**config.mk**
```make
export PLATFORM = sky130hd
export DESIGN_NAME = apb_regfile_completer
export DESIGN_NICKNAME = d
export VERILOG_FILES = /design/src/rtl/apb_pkg.sv /design/src/rtl/apb_regfile.sv /design/src/rtl/apb_regfile_completer.sv
export SDC_FILE = /design/constraint.sdc
export NUM_CORES = 1
export LEC_CHECK = 0
export BUFFER_PORTS_ARGS = -buffer_cell sky130_fd_sc_hd__buf_4
export CAP_MARGIN = 20
export CORE_MARGIN = 4
export CORE_UTILIZATION = 60
export CTS_BUF_LIST = sky130_fd_sc_hd__clkbuf_4
export DETAILED_ROUTE_END_ITERATION = 8
export PLACE_DENSITY = 0.78
export SYNTH_ARGS = -nofsm -noshare
export SYNTH_HDL_FRONTEND = slang
export SYNTH_SLANG_ARGS = --single-unit
```
**constraint.sdc**
```tcl
create_clock -name pclk -period 48.7 [get_ports pclk]
set_input_delay 4.87 -clock pclk [delete_from_list [all_inputs] [get_ports pclk]]
set_output_delay 4.87 -clock pclk [all_outputs]
set_load 0.005 [all_outputs]
```
**src/rtl/apb_pkg.sv**
```systemverilog
// Shared types and constants for the APB register-file completer.
// State encoding, the read-only ID word and default geometry live here.
package apb_pkg;

    typedef enum logic [1:0] {
        ST_IDLE     = 2'd0,
        ST_SETUP    = 2'd1,
        ST_ACCESS   = 2'd2,
        ST_RESP_ERR = 2'd3
    } apb_state_e;

    localparam logic [31:0] REG_ID          = 32'hA9B0_0001;
    localparam int          DEF_ADDR_WIDTH  = 32;
    localparam int          DEF_DATA_WIDTH  = 32;
    localparam int          DEF_NUM_REGS    = 16;
    localparam int          DEF_WAIT_STATES = 1;

    // The first penable cycle is spent in SETUP, so ACCESS needs one fewer count.
    function automatic logic [3:0] wait_load(input int ws);
        return (ws > 0) ? 4'(ws - 1) : 4'd0;
    endfunction

endpackage

```
**src/rtl/apb_regfile.sv**
```systemverilog
// Byte-strobed register array: one write port, one read port.
// Index 0 is never stored; it reads back the fixed ID word.
module apb_regfile
    import apb_pkg::*;
#(
    parameter int DATA_WIDTH = DEF_DATA_WIDTH,
    parameter int NUM_REGS   = DEF_NUM_REGS,
    parameter int IDX_W      = $clog2(NUM_REGS)
) (
    input  logic                    clk,
    input  logic                    rst,
    input  logic                    i_we,
    input  logic [IDX_W-1:0]        i_waddr,
    input  logic [DATA_WIDTH-1:0]   i_wdata,
    input  logic [DATA_WIDTH/8-1:0] i_wstrb,
    input  logic [IDX_W-1:0]        i_raddr,
    output logic [DATA_WIDTH-1:0]   o_rdata
);

    logic [DATA_WIDTH-1:0] r_regs [NUM_REGS];

    always_ff @(posedge clk or posedge rst) begin
        if (rst) begin
            for (int i = 0; i < NUM_REGS; i++) begin
                r_regs[i] <= '0;
            end
        end else if (i_we && (i_waddr != '0)) begin
            for (int b = 0; b < DATA_WIDTH/8; b++) begin
                if (i_wstrb[b]) begin
                    r_regs[i_waddr][b*8 +: 8] <= i_wdata[b*8 +: 8];
                end
            end
        end
    end

    assign o_rdata = (i_raddr == '0) ? DATA_WIDTH'(REG_ID) : r_regs[i_raddr];

endmodule

```
**src/rtl/apb_regfile_completer.sv**
```systemverilog
// APB completer in front of a small register file with programmable wait states.
//   state    | meaning
//   IDLE     | no transfer; waiting for a setup phase (psel=1, penable=0)
//   SETUP    | request captured; first access cycle in progress
//   ACCESS   | wait-state countdown; completes when the counter reaches 0
//   RESP_ERR | one-cycle error response after a protocol violation
module apb_regfile_completer
    import apb_pkg::*;
#(
    parameter int ADDR_WIDTH  = DEF_ADDR_WIDTH,
    parameter int DATA_WIDTH  = DEF_DATA_WIDTH,
    parameter int NUM_REGS    = DEF_NUM_REGS,
    parameter int WAIT_STATES = DEF_WAIT_STATES
) (
    input  logic                    pclk,
    input  logic                    preset,
    input  logic                    psel,
    input  logic                    penable,
    input  logic                    pwrite,
    input  logic [ADDR_WIDTH-1:0]   paddr,
    input  logic [DATA_WIDTH-1:0]   pwdata,
    input  logic [DATA_WIDTH/8-1:0] pstrb,
    output logic [DATA_WIDTH-1:0]   prdata,
    output logic                    pready,
    output logic                    pslverr
);

    localparam int         IDX_W    = $clog2(NUM_REGS);
    localparam int         STRB_W   = DATA_WIDTH/8;
    localparam logic [3:0] CNT_LOAD = wait_load(WAIT_STATES);

    apb_state_e              r_state;
    apb_state_e              w_next;
    logic [ADDR_WIDTH-1:0]   r_addr;
    logic                    r_write;
    logic [DATA_WIDTH-1:0]   r_wdata;
    logic [STRB_W-1:0]       r_strb;
    logic [3:0]              r_cnt;

    logic                    w_capture;
    logic                    w_abort;
    logic                    w_acc_err;
    logic                    w_we;
    logic [IDX_W-1:0]        w_idx;
    logic [DATA_WIDTH-1:0]   w_rdata;

    assign w_idx     = r_addr[IDX_W+1:2];
    assign w_acc_err = (r_addr[1:0] != 2'b00)
                    || (r_addr[ADDR_WIDTH-1:2] >= (ADDR_WIDTH-2)'(NUM_REGS))
                    || (r_write && (r_addr[ADDR_WIDTH-1:2] == '0));
    assign w_capture = ((r_state == ST_IDLE) || (r_state == ST_SETUP)) && psel && !penable;
    assign w_abort   = !psel || (paddr != r_addr) || (pwrite != r_write);

    // A violation seen in the would-be completion cycle still wins over completion.
    always_comb begin
        w_next  = r_state;
        pready  = 1'b0;
        pslverr = 1'b0;
        w_we    = 1'b0;
        case (r_state)
            ST_IDLE: begin
                if (w_capture) w_next = ST_SETUP;
            end
            ST_SETUP: begin
                if (!psel)        w_next = ST_IDLE;
                else if (penable) w_next = ST_ACCESS;
            end
            ST_ACCESS: begin
                if (w_abort) begin
                    w_next = ST_RESP_ERR;
                end else if (r_cnt == 4'd0) begin
                    pready  = 1'b1;
                    pslverr = w_acc_err;
                    w_we    = r_write && !w_acc_err;
                    w_next  = ST_IDLE;
                end
            end
            ST_RESP_ERR: begin
                pready  = 1'b1;
                pslverr = 1'b1;
                w_next  = ST_IDLE;
            end
            default: w_next = ST_IDLE;
        endcase
    end

    assign prdata = (pready && !pslverr && !r_write) ? w_rdata : '0;

    always_ff @(posedge pclk or posedge preset) begin
        if (preset) begin
            r_state <= ST_IDLE;
            r_addr  <= '0;
            r_write <= 1'b0;
            r_wdata <= '0;
            r_strb  <= '0;
            r_cnt   <= 4'd0;
        end else begin
            r_state <= w_next;
            if (w_capture) begin
                r_addr  <= paddr;
                r_write <= pwrite;
                r_wdata <= pwdata;
                r_strb  <= pstrb;
            end
            if ((r_state == ST_SETUP) && (w_next == ST_ACCESS)) begin
                r_cnt <= CNT_LOAD;
            end else if (r_state == ST_ACCESS) begin
                r_cnt <= (w_next == ST_ACCESS) ? r_cnt - 4'd1 : 4'd0;
            end
        end
    end

    apb_regfile #(
        .DATA_WIDTH (DATA_WIDTH),
        .NUM_REGS   (NUM_REGS),
        .IDX_W      (IDX_W)
    ) u_regfile (
        .clk     (pclk),
        .rst     (preset),
        .i_we    (w_we),
        .i_waddr (w_idx),
        .i_wdata (r_wdata),
        .i_wstrb (r_strb),
        .i_raddr (w_idx),
        .o_rdata (w_rdata)
    );

endmodule
```
# Yosys cells after proc, flatten, opt, wreduce, memory -nomap -nowiden
# Index checks and enable logic that the tools add are counted.
word_totals:
  regBits: 587
  wordCells: 101
op_classes:
  add_sub_neg: 1
  order_cmp: 3
  n_eq_ne: 6
  muxes: 42
  bitwise: 1
  reduce_logical: 26
ops:
  columns: ["cell", "n"]
  rows:
  - ["$mux W512", 7]
  - ["$bwmux W512", 4]
  - ["$demux W32 S4", 4]
  - ["$mux W32", 5]
  - ["$bmux W32 S4", 1]
  - ["$ne A32 B32 Y1", 1]
  - ["$ge A30 B5 Y1 const B", 1]
  - ["$logic_not A30 Y1", 1]
  - ["$mux W24", 1]
  - ["$mux W16", 1]
  - ["$mux W4", 3]
  - ["$mux W2", 5]
  - ["$logic_and A1 B1 Y1", 9]
  - ["$logic_not A4 Y1", 2]
  - ["$mux W8", 1]
  - ["$pmux W2 S4", 1]
  - ["$mux W1", 7]
  - ["$eq A2 B2 Y1 const B", 3]
  - ["$ge A5 B5 Y1 const B", 1]
  - ["$logic_not A1 Y1", 5]
  - ["$logic_or A1 B1 Y1", 5]
  - ["$lt A5 B1 Y1 const B", 1]
  - ["$not A4 Y5", 1]
  - ["$pmux W1 S2", 2]
  - ["other kinds (6)", 7]

# Depth between registers and ports, before layout
logic_depth:
  ltp_word: 18
  mapped_depth: 9
  depth_no_buf: 8

# Modules after synthesis
# From an unflattened synthesis, not the netlist that was laid out.
unflattened:
  hier_cells: 1726
  hier_area_um2: 26629.3
by_module_without_submodules:
  columns: ["mod", "instances", "cells_each", "area_per_inst_um2", "seq_area_each_um2"]
  rows:
  - ["apb_regfile", 1, 1435, 22997.1, 12411.9]
  - ["apb_regfile_completer", 1, 291, 3632.2, 1876.8]

# Worst setup path after synthesis
# Ideal clock, no wire load.
synth_timing:
  path_type: "in2out"
  startpoint: "input pwrite"
  endpoint: "output prdata[10]"
  arrival_ps: 6884
  required_time_ps: 43830
  slack_ps: 36946
  path_stages: 7
  path_cell_list: "nor2b_1 > a2111o_1 > or4_1 > clkbuf_1 > or3_1 > clkbuf_1 > nor2b_1"
synth_via:
  elab_chain_cells: 8
  word_cells_on_any_way: 10
  cone_classes: "eq/ne (1); mux (5); reduce/logical (4)"
synth_lines:
  columns: ["element", "line", "text"]
  rows:
  - ["from (decl)", "apb_regfile_completer.sv:19", "input logic pwrite,"]
  - ["$ne A1 B1 Y1 (*)", "apb_regfile_completer.sv:52", "assign w_abort = !psel || (paddr != r_addr) || (pwrite != r_write);"]
  - ["$logic_or A1 B1 Y1 (*)", "apb_regfile_completer.sv:52", null]
  - ["$mux W1", "apb_regfile_completer.sv:69", "if (w_abort) begin"]
  - ["$pmux W1 S2", "apb_regfile_completer.sv:60", "case (r_state)"]
  - ["$logic_not A1 Y1", "apb_regfile_completer.sv:87", "assign prdata = (pready && !pslverr && !r_write) ? w_rdata : '0;"]
  - ["$logic_and A1 B1 Y1 (*) (2 in a row)", "apb_regfile_completer.sv:87", null]
  - ["$mux W32 (*)", "apb_regfile_completer.sv:87", null]
  - ["to (decl)", "apb_regfile_completer.sv:23", "output logic [DATA_WIDTH-1:0] prdata,"]
# Every way passes the cells marked *; elsewhere a longest branch is shown, timed or not.

# Final worst setup path
layout_timing:
  startpoint: "input paddr[4]"
  endpoint: "output prdata[25]"
layout_via:
  elab_chain_cells: 9
  word_cells_on_any_way: 11
  cone_classes: "eq/ne (1); mux (5); reduce/logical (5)"
layout_lines:
  columns: ["element", "line", "text"]
  rows:
  - ["from (decl)", "apb_regfile_completer.sv:20", "input logic [ADDR_WIDTH-1:0] paddr,"]
  - ["$ne A32 B32 Y1 (*)", "apb_regfile_completer.sv:52", null]
  - ["$logic_or A1 B1 Y1 (*) (2 in a row)", "apb_regfile_completer.sv:52", null]
  - ["$mux W1", "apb_regfile_completer.sv:69", null]
  - ["$pmux W1 S2", "apb_regfile_completer.sv:60", null]
  - ["$logic_not A1 Y1", "apb_regfile_completer.sv:87", null]
  - ["$logic_and A1 B1 Y1 (*) (2 in a row)", "apb_regfile_completer.sv:87", null]
  - ["$mux W32 (*)", "apb_regfile_completer.sv:87", null]
# Marks and branches as above.

==> flow_metrics.tcl <==
set metrics [dict create \
    status "completed" \
    post-synth-top-count-cell "sky130_fd_sc_hd__dfrtp_1" \
    power.leakage_uw 0.0141 \
    max_freq_ghz 0.0796 \
    critical_path.startpoint_type "input pin" \
    power_frac_comb 0.159 \
    layout_worst_path_cycle_share 0.258 \
    fillerInstances 3137 \
    postRouteAntennaNets 0 \
    post_syn_nets 1767 \
    routabilityCongestion 0.900 \
    critical_path_arrival_ps 7700 \
    viasPerCell 6.11 \
    synth_area_leaders "sky130_fd_sc_hd__dfrtp_1 (54%), sky130_fd_sc_hd__mux2_2 (23%), sky130_fd_sc_hd__mux4_2 (12%), sky130_fd_sc_hd__nor3_2 (1.6%), sky130_fd_sc_hd__nor4_4 (1.4%)" \
    die-width_um 219 \
    rr_worst_depth 6 \
    power.density_nw_per_um2 39.3 \
    detailedPlace.worstSlack_ps 36200 \
    rrSetupSlack_ps 44610 \
    internal_power_uw 809 \
    number_of_clock_buffers_inserted_by_tritoncts 152 \
    fp.dieH_um 219 \
    grt_max_degree 135 \
    place.port_buffers 106 \
    number_of_enable_flip_flop_cells_after_synthesis 0 \
    crit_path_max_fanout 54 \
    hold_path_depth 0 \
    design.core.area_um2 44100 \
    grt_antenna_before_repair 3 \
    worst_hold_path.endpoint "u_regfile.r_regs[482]$_DFFE_PP0P_" \
    clock_tree.buffer_depth 3 \
    fin_ws_ps 36130 \
    drt_first_pass_iters 5 \
    globalRouteTotalUtil 0.266 \
    total_power_consumption_of_the_routed_design_uw 1180 \
    drt_drc_violations_left 0 \
    worst_ep_required_time_ps 43830 \
    grt_first_pass_wirelength_mm 97.2 \
    routed_wire_length_per_instance_um 23.9 \
    htree_levels 4 \
    post_route_cells_drive_above_1_share 0.579 \
    max_slew_margin 0.211 \
    top_reg_cell_synth "sky130_fd_sc_hd__dfrtp_1" \
    netlist_instances 1693 \
    vdd_ir_drop_max_mv 0.0244 \
    total_setup_buffers_inserted_after_cts 0 \
    synthToLayoutAreaGrowth_pct 11.9 \
    timing.rr.start "r_addr[3]$_DFFE_PP0P_" \
    grt_setup_unrepaired "no" \
    die_area_um2 48100 \
    clock_tree_from_tritoncts "done" \
    power.share.sequential 0.491 \
    cts-root-buf "sky130_fd_sc_hd__clkbuf_4" \
    setup_viol 0 \
    num-nets-final 1928 \
    post_cts_resized 0 \
    timing_worst_setup_path_type "input pin to output pin" \
    dr_total_vias 15500 \
    seq_area_frac_synth 0.541 \
    post_synth_instance_area_um2 26800 \
    yosysTopAreaCell "sky130_fd_sc_hd__dfrtp_1" \
    grt_pass1_vias 17200 \
    yosys-top-cells-count "sky130_fd_sc_hd__dfrtp_1 (579), sky130_fd_sc_hd__mux2_2 (542), sky130_fd_sc_hd__mux4_2 (144)" \
    clkTransAtPathRegs_ps 60 \
    dp_hpwl_mm 37.4 \
    crit-reg2reg-capture "u_regfile.r_regs[170]$_DFFE_PP0P_" \
    floorplan.initialDensity 0.607 \
    pin_count 107 \
    synth_top_area_frac 0.541 \
    fin_setup_tns_ps 0 \
    fin_util 0.679 \
    ys_seq_elements 579 \
    finalHoldViolCount 0 \
    worst_hold_startpoint "u_regfile.r_regs[482]$_DFFE_PP0P_" \
    finalHoldWorstSlack_ps 373 \
    switchingPower_uw 368 \
    synth-warning-count 0 \
    grt-ovfl-total 0 \
    clk_latency_ps 950 \
    skew_ps 41.4 \
    synth.distinct_cells 41 \
    max_cap_viol_count 0 \
    first_iter_violations 920 \
    finalWirelength_mm 60.6 \
    min_period_ps 12570 \
    clock_power_share 0.350 \
    min-delay-path-class "flip-flop to flip-flop" \
    critPathCaptureType "output pin" \
    cts_hold_bufs 0 \
    switching_share 0.313 \
    clock_sink_count 579 \
    async_reset_ff_frac 1.00 \
    syn_area_per_cell_um2 15.8 \
    placementRows 77 \
    final_max_slew_viol_count 0 \
    worstMarginPinSlew_ps 1180 \
]
placed cells by master, fill, tap and decap left out, types with 9 or more instances in the layout:
master                     instances
sky130_fd_sc_hd__a211oi_1         24
sky130_fd_sc_hd__buf_4           124
sky130_fd_sc_hd__clkbuf_4        215
sky130_fd_sc_hd__clkinv_1          9
sky130_fd_sc_hd__dfrtp_1         575
sky130_fd_sc_hd__mux2_2          542
sky130_fd_sc_hd__mux2i_1          16
sky130_fd_sc_hd__mux4_2          144
sky130_fd_sc_hd__nand2_1          21
sky130_fd_sc_hd__nand2b_1         17
sky130_fd_sc_hd__nand3_1          17
sky130_fd_sc_hd__nand4_1          13
sky130_fd_sc_hd__nor2_1           15
sky130_fd_sc_hd__nor2b_1          37
sky130_fd_sc_hd__nor3_2           44
sky130_fd_sc_hd__nor4_1           10
sky130_fd_sc_hd__nor4_4           17
sky130_fd_sc_hd__xnor2_1          11
sky130_fd_sc_hd__xor2_1            9
routing by layer:
metal  vias up  routed length (um)  global-route usage
met5         -                   0                   0
met4         0                1740               0.112
met3       106                3230              0.0645
met2       397               30200               0.428
met1      8237               25500               0.352
li1       6748                   -                   -
flip-flops by register name (all words and copies together), names as in the netlist:
register          cells
u_regfile.r_regs    504
r_strb                4
r_state               2
r_wdata              32
r_addr               32
r_write               1
r_cnt                 4
power by group through the flow:
stage               clock network (uW)  logic (uW)  registers (uW)
global route                       455         201             586
global placement                     0         184             584
detailed placement                   0         187             586
floorplan                            0         173             534
finish                             412         187             578
CTS                                425         187             577
cell families (layout without fill, tap and decap cells):
kind of cell	after synthesis	count (layout)	synth area share
compound gates	39	39	0.0112
xor+xnor	20	20	0.00654
fa+ha+maj	1	1	0.000467
buf+inv	132	379	0.0195
flops	579	579	0.541
mux	709	709	0.358
other cells	0	2	0
simple gates	213	213	0.0630
how the worst max path moves through the flow:
| stage | startpoint | endpoint | slack, ps | cells past startpoint |
|---|---|---|---|---|
| after floorplan | preset | r_addr[0]$_DFFE_PP0P_ | 27630 | 1 |
| after global placement | paddr[29] | prdata[17] | 36270 | 10 |
| final | paddr[4] | prdata[25] | 36130 | 10 |
| after global routing | paddr[4] | prdata[25] | 36000 | 10 |
| after CTS | paddr[4] | prdata[25] | 36190 | 10 |
| after detailed placement | paddr[29] | prdata[25] | 36200 | 10 |
per-stage QoR:
stage               instance area [um2]  std cells
global route                      29900       2534
CTS                               29800       2527
finish                            29900       2534
global placement                  28000       2283
floorplan                         26800       1693
detailed placement                28000       2287
critical path: stages:
cell and delay, ps:
sky130_fd_sc_hd__buf_4 120, sky130_fd_sc_hd__xor2_1 150, sky130_fd_sc_hd__or4_1 520, sky130_fd_sc_hd__nor3_1 160, sky130_fd_sc_hd__nand4_1 170, sky130_fd_sc_hd__buf_4 380
sky130_fd_sc_hd__or3_1 630, sky130_fd_sc_hd__buf_4 330, sky130_fd_sc_hd__nor2b_1 190, sky130_fd_sc_hd__buf_4 130
cell type report:
type	instances	area (um2)	area share
clock inverters	26	221	0.00740
well taps	592	741	0.0247
clock buffers	214	1610	0.0536
inverters	6	30.0	0.00100
diodes	2	5.00	0.000167
repair buffers	133	1080	0.0360
multi-input cells	982	11800	0.393
flip-flops and latches	579	14500	0.484
No activity file was read; power rests on OpenSTA's default activity.
